===== config.mk =====
export PLATFORM = sky130hd
export DESIGN_NAME = clock_divider_multi
export DESIGN_NICKNAME = d
export VERILOG_FILES = /design/src/rtl/clock_divider_multi.sv
export SDC_FILE = /design/constraint.sdc
export NUM_CORES = 1
export LEC_CHECK = 0
export BUFFER_PORTS_ARGS = -buffer_cell sky130_fd_sc_hd__buf_2
export CORE_ASPECT_RATIO = 1.75
export CORE_MARGIN = 2
export CORE_UTILIZATION = 41
export DETAILED_ROUTE_END_ITERATION = 6
export PLACE_DENSITY = 0.58
export SYNTH_ARGS = -nofsm -noshare
export SYNTH_HDL_FRONTEND = slang
export SYNTH_SLANG_ARGS = --single-unit

===== constraint.sdc =====
create_clock -name clk -period 9.2 [get_ports clk]
set_input_delay 1.84 -clock clk [delete_from_list [all_inputs] [get_ports clk]]
set_output_delay 1.84 -clock clk [all_outputs]
set_load 0.02 [all_outputs]

===== src/rtl/clock_divider_multi.sv =====
// clock_divider_multi
//   Multi-channel clock divider. Each channel has a runtime-programmable
//   divisor and produces a one-cycle tick plus a square wave from clk.
//   Everything is on clk. The design never creates a derived clock.
//
//   Optional build macro: CLKDIV_SHADOW_EN
//     undefined : an accepted divisor write loads at once and restarts that
//                 channel. cfg_ready is tied high.
//     defined   : an accepted write is held in a per-channel pending
//                 register. It is applied at that channel's next wrap edge,
//                 or at a sync edge. cfg_ready stays low while any update
//                 is pending.
//
// Ports
//   clk       in   system clock
//   reset     in   synchronous, active-high reset
//   run       in   [CHANNELS] per-channel count enable
//   sync      in   restart all channels in phase
//   cfg_we    in   divisor write strobe
//   cfg_ch    in   [CH_W] channel being written
//   cfg_div   in   [WIDTH] new divisor (must be >= 2)
//   cfg_ready out  write accepted when high
//   div_err   out  sticky flag for any rejected write
//   tick      out  [CHANNELS] one-cycle pulse per period
//   clk_out   out  [CHANNELS] square wave per channel
module clock_divider_multi #(
  parameter int CHANNELS    = 2,
  parameter int WIDTH       = 16,
  parameter int DEFAULT_DIV = 4,
  parameter int CH_W        = (CHANNELS > 1) ? $clog2(CHANNELS) : 1
) (
  input  logic                clk,
  input  logic                reset,
  input  logic [CHANNELS-1:0] run,
  input  logic                sync,
  input  logic                cfg_we,
  input  logic [CH_W-1:0]     cfg_ch,
  input  logic [WIDTH-1:0]    cfg_div,
  output logic                cfg_ready,
  output logic                div_err,
  output logic [CHANNELS-1:0] tick,
  output logic [CHANNELS-1:0] clk_out
);

  localparam logic [WIDTH-1:0] LP_DEF_DIV = WIDTH'(DEFAULT_DIV);
  localparam logic [CH_W:0]    LP_CH_LIM  = (CH_W+1)'(CHANNELS);

  logic [WIDTH-1:0]    r_cnt [CHANNELS];
  logic [WIDTH-1:0]    r_div [CHANNELS];
  logic [CHANNELS-1:0] r_tick;
  logic [CHANNELS-1:0] r_clk_out;
  logic                r_div_err;

  logic                w_accept;
  logic [CHANNELS-1:0] w_wr_sel;
  logic [CHANNELS-1:0] w_last;
  logic [CHANNELS-1:0] w_rise;

  // The channel-range check is one bit wider than cfg_ch, so a
  // power-of-two CHANNELS still compares correctly.
  assign w_accept = cfg_we & cfg_ready &
                    ({1'b0, cfg_ch} < LP_CH_LIM) &
                    (cfg_div >= WIDTH'(2));

  // The rise point is div - floor(div/2) - 1. The high phase then lasts
  // floor(div/2) cycles and ends at the wrap. For an even div this is the
  // same point as div/2 - 1.
  always_comb begin
    w_wr_sel = '0;
    w_last   = '0;
    w_rise   = '0;
    for (int i = 0; i < CHANNELS; i++) begin
      w_wr_sel[i] = w_accept && (cfg_ch == CH_W'(i));
      w_last[i]   = (r_cnt[i] == r_div[i] - WIDTH'(1));
      w_rise[i]   = (r_cnt[i] == r_div[i] - (r_div[i] >> 1) - WIDTH'(1));
    end
  end

`ifdef CLKDIV_SHADOW_EN
  logic [WIDTH-1:0]    r_pend_div [CHANNELS];
  logic [CHANNELS-1:0] r_pend_vld;
  logic                r_cfg_ready;
  logic [CHANNELS-1:0] w_apply;
  logic [CHANNELS-1:0] w_pend_nxt;

  // A pending divisor lands at the channel's own wrap edge or at any sync.
  // While run is low the wrap never arrives, so the update keeps waiting.
  always_comb begin
    w_apply    = '0;
    w_pend_nxt = '0;
    for (int i = 0; i < CHANNELS; i++) begin
      w_apply[i]    = r_pend_vld[i] & (sync | (run[i] & w_last[i]));
      w_pend_nxt[i] = w_wr_sel[i] | (r_pend_vld[i] & ~w_apply[i]);
    end
  end

  always_ff @(posedge clk) begin
    if (reset) begin
      r_pend_vld  <= '0;
      r_cfg_ready <= 1'b1;
      for (int i = 0; i < CHANNELS; i++) r_pend_div[i] <= LP_DEF_DIV;
    end else begin
      r_pend_vld  <= w_pend_nxt;
      r_cfg_ready <= ~|w_pend_nxt;
      for (int i = 0; i < CHANNELS; i++) begin
        if (w_wr_sel[i]) r_pend_div[i] <= cfg_div;
      end
    end
  end

  assign cfg_ready = r_cfg_ready;
`else
  assign cfg_ready = 1'b1;
`endif

  always_ff @(posedge clk) begin
    if (reset) begin
      for (int i = 0; i < CHANNELS; i++) begin
        r_cnt[i] <= '0;
        r_div[i] <= LP_DEF_DIV;
      end
      r_tick    <= '0;
      r_clk_out <= '0;
      r_div_err <= 1'b0;
    end else begin
      if (cfg_we && !w_accept) r_div_err <= 1'b1;
      for (int i = 0; i < CHANNELS; i++) begin
        if (sync) begin
          r_cnt[i]     <= '0;
          r_tick[i]    <= 1'b0;
          r_clk_out[i] <= 1'b0;
        end
`ifndef CLKDIV_SHADOW_EN
        // A write overrides a wrap on the same edge, so no tick is emitted.
        else if (w_wr_sel[i]) begin
          r_cnt[i]     <= '0;
          r_tick[i]    <= 1'b0;
          r_clk_out[i] <= 1'b0;
        end
`endif
        else if (run[i]) begin
          if (w_last[i]) begin
            r_cnt[i]     <= '0;
            r_tick[i]    <= 1'b1;
            r_clk_out[i] <= 1'b0;
          end else begin
            r_cnt[i]  <= r_cnt[i] + WIDTH'(1);
            r_tick[i] <= 1'b0;
            if (w_rise[i]) r_clk_out[i] <= 1'b1;
          end
        end else begin
          r_tick[i] <= 1'b0;
        end
`ifdef CLKDIV_SHADOW_EN
        if (w_apply[i]) r_div[i] <= r_pend_div[i];
`else
        if (w_wr_sel[i]) r_div[i] <= cfg_div;
`endif
      end
    end
  end

  assign tick    = r_tick;
  assign clk_out = r_clk_out;
  assign div_err = r_div_err;

endmodule


Word level (Yosys, flattened, before mapping)
Memory sizes are Yosys's and may differ from the RTL's.
Index checks and enable logic that the tools add are counted.
{ "classes": {"bitwise_logic": 12, "muxes": 55, "n_eq_ne": 4, "n_addsub": 8, "n_reduce_logical": 10, "magnitude_cmp": 1} }
{ "ops": {"columns": ["operator", "count"], "rows": [
  ["$mux W16", 10],
  ["$eq A16 B16 Y1", 4],
  ["$sub A16 B1 Y16 const B", 4],
  ["$mux W1", 45],
  ["$add A16 B1 Y16 const B", 2],
  ["$sub A16 B15 Y16", 2],
  ["$ge A16 B2 Y1 const B", 1],
  ["$or A1 B1 Y1", 10],
  ["$reduce_or A3 Y1", 2],
  ["$reduce_and A2 Y1", 2],
  ["$reduce_bool A2 Y1", 2],
  ["$logic_and A1 B1 Y1", 3],
  ["$and A1 B1 Y1", 1],
  ["$logic_not A1 Y1", 1],
  ["$not A1 Y1", 1]
]} }
{ "word_totals": {"elab_cells": 96, "ram_bits": 64, "reg_bits": 5, "mem_count": 2} }
{ "mem_list": {"columns": ["memory", "words", "word_bits", "read_ports", "rd_clocked_by_memory_dff", "write_ports", "line", "source"], "rows": [
  ["r_cnt", 2, 16, 2, 0, 2, "48", "logic [WIDTH-1:0] r_cnt [CHANNELS];"],
  ["r_div", 2, 16, 2, 0, 2, "49", "logic [WIDTH-1:0] r_div [CHANNELS];"]
]} }

Longest topological paths before layout
An unclocked memory read counts as a cell.
{ "logic_depth": {"ltp_word": 11, "depth_mapped": 13, "ltp_nobuf": 13} }

Worst setup path before layout
No wires, ideal clock.
{ "synth_path": {"path_type": "input port to flip-flop", "startpoint": "in cfg_div[9]", "endpoint": "reg r_clk_out[1], in the netlist clk_out[1]", "setup_ns": 0.079, "required_ns": 9.121, "arrival_time_ns": 3.804, "path_slack_ns": 5.316, "cell_stages": 8, "cell_sequence": "nor4_1 nand4_1 a311oi_1 nand2_1 or4_1 a2111oi_0 nand4b_1 a22oi_1"} }
{ "synth_via": {"elab_chain_cells": 4} }
{ "synth_lines": {"columns": ["element", "line", "source"], "rows": [
  ["start, declared", "38", "input logic [WIDTH-1:0] cfg_div,"],
  ["$ge A16 B2 Y1", "63", "(cfg_div >= WIDTH'(2));"],
  ["$and A1 B1 Y1", "62", "({1'b0, cfg_ch} < LP_CH_LIM) &"],
  ["$logic_and A1 B1 Y1", "73", "w_wr_sel[i] = w_accept && (cfg_ch == CH_W'(i));"],
  ["$reduce_or A3 Y1 (no source line)", null, null],
  ["end signal, assigned", "123", "r_clk_out <= '0;"],
  ["end signal, assigned by index", "131", "r_clk_out[i] <= 1'b0;"],
  ["end signal, assigned by index", "138", "r_clk_out[i] <= 1'b0;"],
  ["end, declared", "51", "logic [CHANNELS-1:0] r_clk_out;"]
]} }
Every way passes these cells.
A chain may end at the register's enable or synchronous reset.

Final worst setup path
{ "layout_path": {"startpoint": "in cfg_div[12]", "endpoint": "reg r_clk_out[1], in the netlist clk_out[1]"} }
Same word-level chain as after synthesis.

==> results.sh <==
export IMPL_die_area_um2=16200
export IMPL_synth_seq_cells=69
export IMPL_grt_util_all_layers_pct=21.0
export IMPL_cts_tree="done"
export IMPL_tightest_slew_ps=1010
export IMPL_startpoint_type="input port"
export IMPL_synthTopCellsByCount="69 x nor2_1, 69 x xnor2_1, 64 x edfxtp_1, 64 x ha_1, 61 x inv_1"
export IMPL_cp_arrival_ps=4560
export IMPL_diodes=0
export IMPL_peakVddDrop_uv=130
export IMPL_start_util_pct=41.9
export IMPL_end_kind="flip-flop"
export IMPL_first_global_vias=5215
export IMPL_avgSynthCellArea_um2=9.00
export IMPL_ys_flop_type="edfxtp_1"
export IMPL_syn_inst=691
export IMPL_port_buffers=27
export IMPL_p_clk_share_pct=34.5
export IMPL_fin_ws_ps=4900
export IMPL_skew_ps=7.53
export IMPL_setup_violations_final=0
export IMPL_combPwrFrac_pct=31.7
export IMPL_die_y_um=167
export IMPL_synthTopCellsByArea="edfxtp_1 31%, ha_1 13%, xnor2_1 9.7%"
export IMPL_fin_crit_ps=4300
export IMPL_synth_top_area_cell="edfxtp_1"
export IMPL_row_count=59
export IMPL_synth_mux_area_share_pct=0.322
export IMPL_cts_root_buf="clkbuf_16"
export IMPL_ys_warn_count=0
export IMPL_seq_area_um2=2020
export IMPL_hpwlAfterDp_um=13900
export IMPL_swShare_pct=32.5
export IMPL_gp_congestion=0.892
export IMPL_max_freq_mhz=232
export IMPL_clk_pin_slew_ps=50
export IMPL_ant_nets=0
export IMPL_synth_top_family_by_area="simple AND/OR/NAND/NOR gates"
export IMPL_status="complete, no violations"
export IMPL_grt_first_pass_wirelength_um=26500
export IMPL_via_per_inst=5.55
export IMPL_synth_top_area_share_pct=30.9
export IMPL_period_share_pct=46.8
export IMPL_synth_yosys_seq_area_share_pct=32.5
export IMPL_syn_nets=780
export IMPL_wl_met3_um=325
export IMPL_die_w_um=97.1
export IMPL_synthesis_area_um2=6220
export IMPL_synth_edf_count=64
export IMPL_antenna_found_initial=0
export IMPL_drive_gt1_share_pct=8.05
export IMPL_cts_path_max_buffers=2
export IMPL_cts_resized=0
export IMPL_highest_layer="met4"
export IMPL_holdBufCountCts=0
export IMPL_worstPathMaxFanout=4
export IMPL_grt_overflow=0
export IMPL_rsz0062_at_grt="false"
export IMPL_drv_slew=0
export IMPL_clk_latency_ps=340
export IMPL_rr_worst_depth=11
export IMPL_worst_setup_path_type="in -> reg"
export IMPL_drt_wl_total_um=16800
export IMPL_syn_to_final_growth_pct=9.79
export IMPL_synthSimpleGateAreaFrac_pct=20.0
export IMPL_dp_slack_ps=4560
export IMPL_relSlewSlack_pct=32.1
export IMPL_drt_first_iter_violations=172
export IMPL_wire_per_inst_um=18.9
export IMPL_pin_count=29
export IMPL_cts_buffers=9
export IMPL_multi_input_area_um2=3860
export IMPL_cap_violations=0
export IMPL_internal_power_uw=777
export IMPL_hold_path_class="reg -> reg"
export IMPL_cellLeakagePower_uw=0.00275
export IMPL_cts_sinks=69
export IMPL_drcViolationCount=0
export IMPL_postCtsSetupRepairBufs=0
export IMPL_core_area_um2=14800
export IMPL_hold_viol=0
export IMPL_grt_start_max_net_pins=17
export IMPL_final_nets=793
export IMPL_power_density_nw_per_um2=168
export IMPL_power_switching_uw=374
export IMPL_met2_wirelength_um=9680
export IMPL_critical_path_required_ps=9450
export IMPL_p_total_uw=1150
export IMPL_fill_cells=1409
export IMPL_met1_length_um=5640
export IMPL_holdPathStages=2
export IMPL_seq_power_share_pct=33.8
export IMPL_vias=4946
export IMPL_setup_tns_ps=0
export IMPL_ys_async_sr_fraction_pct=0
export IMPL_synth_fa_ha_area_share_pct=13.5
export IMPL_cts_htree_levels=3
export IMPL_synth_xor_area_share_pct=16.9
export IMPL_synth_compound_area_share_pct=11.3
export IMPL_first_pass_iters=6
export IMPL_synth_distinct_cells=63
power by group through the flow:
stage	logic [uW]	registers, uW	clock network [uW]
after detailed placement	360	395	0
after global placement	355	395	0
final	364	389	397
after global routing	401	392	416
after floorplan	276	384	0
after CTS	363	389	405
state kept, by name, indices dropped and copies added (netlist names):
name / count
tick: 2
clk_out: 2
r_div: 32
div_err: 1
r_cnt: 32
worst max-delay path, cell delays in order:
cell,delay (ps)
buf_2,110
nor4_1,490
nand4_1,280
a311oi_1,520
nand2_1,160
or4_1,540
a2111oi_0,290
nand4b_1,140
a22oi_1,170
layout by cell type (no fill, tap or decap), drive strengths merged, types with 5 or more instances in the layout:
master	netlist	routed
ha	64	64
nand2b	7	7
inv	61	61
a21oi	18	18
xnor2	70	70
nand2	37	37
buf	3	29
a211oi	7	7
edfxtp	64	64
nor3	23	23
nor2	69	69
nand4	12	12
nor2b	11	11
o21ai	18	18
and2	15	15
nand3	27	27
o21bai	8	8
clkbuf	24	9
dfxtp	5	5
a31oi	6	6
a22oi	5	5
xor2	49	49
nor4	11	11
and3	9	9
path summary, 6_finish.rpt:
check | from | end | slack [ps]
hold / removal | clk_out[1] | clk_out[1] | 480
setup reg to reg | r_div[0][18] | clk_out[1] | 5590
hold reg to reg | clk_out[1] | clk_out[1] | 480
setup / recovery | cfg_div[12] | clk_out[1] | 4900
cell families after synthesis:
kind of cell	Yosys count
xor gates and xnor gates	119
and+or+nand+nor	245
DFF	69
AOI/OAI and AO/OA	101
adders and majority gates	66
muxes	2
buffers and inverters	88
other	1
layout make-up:
type | count | share of cell area (%)
Tap cell | 183 | 3.35
Inverter | 61 | 3.35
Sequential cell | 69 | 29.6
Clock buffer | 9 | 3.30
Timing Repair Buffer | 29 | 2.20
Clock inverter | 6 | 1.65
Multi-Input combinational cell | 534 | 56.6
layer usage:
metal  up-vias  global-route usage [%]
li1       2439                       -
met1      2359                    18.8
met2       101                    42.6
met3        47                    2.10
met4         0                    14.2
met5         -                       0
per-stage QoR:
step | hold slack, ps | instance area (um2) | cells | util, %
6_report | 477 | 6830 | 891 | 46.0
4_1_cts | 472 | 6830 | 891 | 46.0
3_3_place_gp | 453 | 6490 | 876 | 43.8
5_1_grt | 520 | 6830 | 891 | 46.0
2_1_floorplan | 534 | 6220 | 691 | -
3_5_place_dp | 464 | 6490 | 876 | 43.8
(Power assumes the default switching activity.)
